<file path="src/rtl/uart_rx_ctrl.sv">
// UART receive controller: 2-flop sync, mid-bit sampling, 11-bit frame word; parity via UART_RX_CTRL_PARITY_EN.
// Latency: wr one cycle after the stop-bit sample; no backpressure, so the consumer must latch rx on wr.
module uart_rx_ctrl #(
    parameter int CLKS_PER_BIT = 868,
    parameter bit PARITY_ODD   = 1'b0
) (
    input  logic        clk,
    input  logic        ret,
    input  logic        rxd,
    input  logic        en,
    output logic        wr,
    output logic [10:0] rx,
    output logic        busy,
    output logic        frame_err,
    output logic        parity_err
);
    localparam int CW = $clog2(CLKS_PER_BIT + 1);
    localparam logic [CW-1:0] HALF = CW'(CLKS_PER_BIT / 2);
    localparam logic [CW-1:0] FULL = CW'(CLKS_PER_BIT);

    typedef enum logic [2:0] {
        IDLE,
        START,
        DATA,
`ifdef UART_RX_CTRL_PARITY_EN
        PARITY,
`endif
        STOP,
        BRK
    } state_t;

    state_t        state;
    logic          sync1;
    logic          rxs;
    logic [CW-1:0] cnt;
    logic [2:0]    bit_idx;
    logic          perr;
    logic          expire;

    assign expire = (cnt == CW'(1));

`ifdef UART_RX_CTRL_PARITY_EN
    assign perr = (^rx[10:2]) != PARITY_ODD;
`else
    localparam bit unused_parity_odd = PARITY_ODD;
    assign perr = 1'b0;
`endif

    always_ff @(posedge clk or negedge ret) begin
        if (!ret) begin
            sync1 <= 1'b1;
            rxs   <= 1'b1;
        end else begin
            sync1 <= rxd;
            rxs   <= sync1;
        end
    end

    always_ff @(posedge clk or negedge ret) begin
        if (!ret) begin
            state      <= IDLE;
            cnt        <= '0;
            bit_idx    <= '0;
            rx         <= '0;
            wr         <= 1'b0;
            busy       <= 1'b0;
            frame_err  <= 1'b0;
            parity_err <= 1'b0;
        end else begin
            wr         <= 1'b0;
            frame_err  <= 1'b0;
            parity_err <= 1'b0;
            if (!en) begin
                // Abandon any partial frame; the last good word is only invalidated if one was in flight.
                if (state != IDLE) rx[0] <= 1'b0;
                state   <= IDLE;
                busy    <= 1'b0;
                cnt     <= '0;
                bit_idx <= '0;
            end else begin
                case (state)
                    IDLE: begin
                        if (!rxs) begin
                            cnt   <= HALF;
                            state <= START;
                            busy  <= 1'b1;
                        end
                    end
                    START: begin
                        if (expire) begin
                            if (rxs) begin
                                state <= IDLE;
                                busy  <= 1'b0;
                            end else begin
                                state   <= DATA;
                                cnt     <= FULL;
                                bit_idx <= '0;
                            end
                        end else begin
                            cnt <= cnt - CW'(1);
                        end
                    end
                    DATA: begin
                        if (expire) begin
                            rx[4'(bit_idx) + 4'd2] <= rxs;
                            cnt <= FULL;
                            if (bit_idx == 3'd7) begin
`ifdef UART_RX_CTRL_PARITY_EN
                                state <= PARITY;
`else
                                state <= STOP;
`endif
                            end else begin
                                bit_idx <= bit_idx + 3'd1;
                            end
                        end else begin
                            cnt <= cnt - CW'(1);
                        end
                    end
`ifdef UART_RX_CTRL_PARITY_EN
                    PARITY: begin
                        if (expire) begin
                            rx[10] <= rxs;
                            cnt    <= FULL;
                            state  <= STOP;
                        end else begin
                            cnt <= cnt - CW'(1);
                        end
                    end
`endif
                    STOP: begin
                        if (expire) begin
                            rx[1]      <= 1'b0;
                            rx[0]      <= rxs & ~perr;
                            wr         <= 1'b1;
                            frame_err  <= ~rxs;
                            parity_err <= perr;
                            // Sampling mid-stop re-arms early so back-to-back frames are caught.
                            busy       <= ~rxs;
                            state      <= rxs ? IDLE : BRK;
                        end else begin
                            cnt <= cnt - CW'(1);
                        end
                    end
                    BRK: begin
                        if (rxs) begin
                            state <= IDLE;
                            busy  <= 1'b0;
                        end
                    end
                    default: begin
                        state <= IDLE;
                        busy  <= 1'b0;
                    end
                endcase
            end
        end
    end
endmodule

</file>
<file path="config.mk">
export PLATFORM = sky130hd
export DESIGN_NAME = uart_rx_ctrl
export DESIGN_NICKNAME = d
export VERILOG_FILES = /design/src/rtl/uart_rx_ctrl.sv
export SDC_FILE = /design/constraint.sdc
export NUM_CORES = 1
export LEC_CHECK = 0
export BUFFER_PORTS_ARGS = -buffer_cell sky130_fd_sc_hd__clkbuf_2
export CORE_MARGIN = 2
export CORE_UTILIZATION = 57
export DETAILED_ROUTE_END_ITERATION = 10
export GPL_TIMING_DRIVEN = 0
export PLACE_DENSITY = 0.79
export SLEW_MARGIN = 5
export SYNTH_ARGS = -nofsm -noshare
export SYNTH_HDL_FRONTEND = slang
export SYNTH_SLANG_ARGS = --single-unit
</file>
<file path="constraint.sdc">
create_clock -name clk -period 4.65 [get_ports clk]
set_clock_uncertainty 0.1 [all_clocks]
set_input_delay 0.6975 -clock clk [delete_from_list [all_inputs] [get_ports clk]]
set_output_delay 0.6975 -clock clk [all_outputs]
set_load 0.02 [all_outputs]
</file>
==> out/results.ini <==
[routing]
ant_nets = 0
vias = 1760
drt_iter0_drc = 159
top_layer = met4
drc = 0
wl_met1_um = 2067
dr_wl_met3_um = 337
finalWirelength_um = 4763
viasPerCell = 6.494
wl_per_cell_um = 17.58
routed-wl-met2_um = 2251
drtPass1Iterations = 4

[critical_path]
crit_chain = nor4_2, nand3_1, o31a_1, mux2_2
timing.rr.start = cnt[5]
max_stage_delay_ns = 0.82
worstPathArrival_ns = 2.72
critPathBufInv = 0
cp-end-kind = flop
slowest_stage = nor4_2
r2r_end = bit_idx[0]
r2r_setup_slack_ns = 2.06
ff2ff_path_depth = 4
required_ns = 4.78
crit_path_start_kind = flop
critical_path_class = flop to flop
crit_family = simple AND/OR/NAND/NOR gates
crit_fanout = 10

[global_routing]
grt_usage_pct = 26.21
antenna_found_initial = 0
grt_pass1_wl_um = 8183
grt_max_degree = 33
globalRouteOverflowTotal = 0
first_global_vias = 1745

[clock_tree]
cts_sinks = 32
cts_resized = 0
post_cts_buffers = 0
cts-buffers-inserted = 5
hold_buffers = 0
clk_latency_ns = 0.35
clockBufferDepth = 2
htree_levels = 2
cts_root_buf = clkbuf_4
path_clk_slew_ns = 0.10
cts_tree = yes

[hold_path]
hp-class = flop to flop
min_path_cells = 0
worstHoldStart = sync1
whs_endpoint = rxs

[timing]
tightest_slew_ns = 0.8882
finalCriticalPeriod_ns = 2.592
drv_slew = 0
fmax_mhz = 385.9
max_slew_margin_pct = 40.30
rsz0062_at_grt = false
layout_setup_ws_ns = 2.058
setup_viol = 0
hold_violations = 0
fin_crit_sh_pct = 55.73
tns_ns = 0

[logic_synthesis]
yosysUniqueCellTypes = 55
synth_edf_count = 0
synthArstFlopShare_pct = 100.0
synthFlopType = dfrtp_1
avgSynthCellArea_um2 = 9.804
yosys_warnings = 0
yosysSeqAreaShare_pct = 40.76
synth_area_um2 = 1971
ys_ff_latch = 32
synthesis.nets = 214
synth_cells = 201

[job]
maxCapViolCount = 0

[finish]
finalNetCount = 237
mostFrequentLayoutCells = 30 x dfrtp_1, 19 x nand3_1, 16 x clkbuf_2, 11 x nand2_1, 11 x nor3_1
final_cell_count_no_fill = 271
antennaDiodeCount = 0
drive_gt1_share_pct = 18.67
final_common_cell = dfrtp_1
final_core_util_pct = 66.03
area_delta_synth_final_pct = 11.81
final.fill_count = 283

[die]
die_area_um2 = 3944
coreArea_um2 = 3337
die_x_um = 62.80
rows = 21
io_pins = 19
initial_core_util_pct = 59.06
die_h_um = 62.80

[pwr]
ir_worst_vdd_v = 0.0002177
p_per_area_nw_per_um2 = 308.0
p_leak_nw = 0.9995
power_uw = 678.7

[place]
place_inst = 263
io_buffers = 16
gp_congestion = 0.9020
place_ws_ns = 2.143
dp_hpwl_um = 3428

[status]
outcome = finished, final reports clean

## Yosys cell counts (3+ instances only)
master / count / area, um2
nand4_1: 7 / 43.79
o21ai_0: 3 / 15.01
or3_1: 4 / 25.02
a21oi_1: 7 / 35.03
inv_1: 8 / 30.03
nor2_1: 6 / 22.52
nand2_1: 11 / 41.29
ha_1: 9 / 112.6
dfrtp_1: 30 / 750.7
or2_2: 3 / 18.77
mux2_1: 9 / 101.4
nor2b_1: 3 / 18.77
a311o_1: 3 / 30.03
nor3_1: 11 / 55.05
nand3_1: 19 / 95.09
a211oi_1: 4 / 30.03
clkbuf_1: 9 / 33.78
## cell type report
cell class | count | area (um2) | share of cell area, %
flip-flops and latches | 32 | 803.3 | 36.46
clock buffers | 7 | 65.06 | 2.953
clock inverters | 1 | 30.03 | 1.363
plain buffers | 11 | 46.29 | 2.101
multi-input cells | 149 | 1087 | 49.35
inverters | 9 | 33.78 | 1.533
repair buffers | 16 | 80.08 | 3.634
well taps | 46 | 57.56 | 2.612
## stage by stage
step,hold WS [ns],area (um2)
floorplan,0.2452,1971
global placement,0.2452,2108
detailed placement,0.2470,2108
CTS,0.2610,2203
global route,0.2690,2203
finish,0.2595,2203
## registers in the layout (all words and copies together) (netlist names)
name       count
frame_err      1
cnt           10
rx            11
bit_idx        3
busy           1
sync1          1
wr             1
state          3
rxs            1
## logic make-up after synthesis
family,after synthesis,share of synthesized area (%)
other cells,1,0.1903
compound gates,42,16.32
fa+ha+maj,9,5.714
flops,32,40.76
buf+inv,20,4.063
mux,13,7.302
xor+xnor,1,0.4445
simple gates,83,25.21
## where the power goes
part,internal (mW),switching (mW)
sequential,0.292,0.0194
clock,0.143,0.101
combinational,0.0451,0.0781
## how the worst max path moves through the flow
stage | start | end | slack [ns] | cells after the start
after floorplan | cnt[1] | rx[10] | 2.48 | 6
after global placement | cnt[1] | bit_idx[0] | 2.19 | 6
after detailed placement | cnt[1] | bit_idx[0] | 2.14 | 6
after CTS | cnt[1] | bit_idx[0] | 2.11 | 6
after global routing | cnt[1] | cnt[1] | 1.90 | 7
final | cnt[5] | bit_idx[0] | 2.06 | 4
## metal layers
layer,track usage [%],vias to the layer above
met1,33.60,864
met2,42.07,73
li1,-,810
met3,6.847,13
met4,10.83,0
met5,0,-
Power figures use the tool's default switching activity.
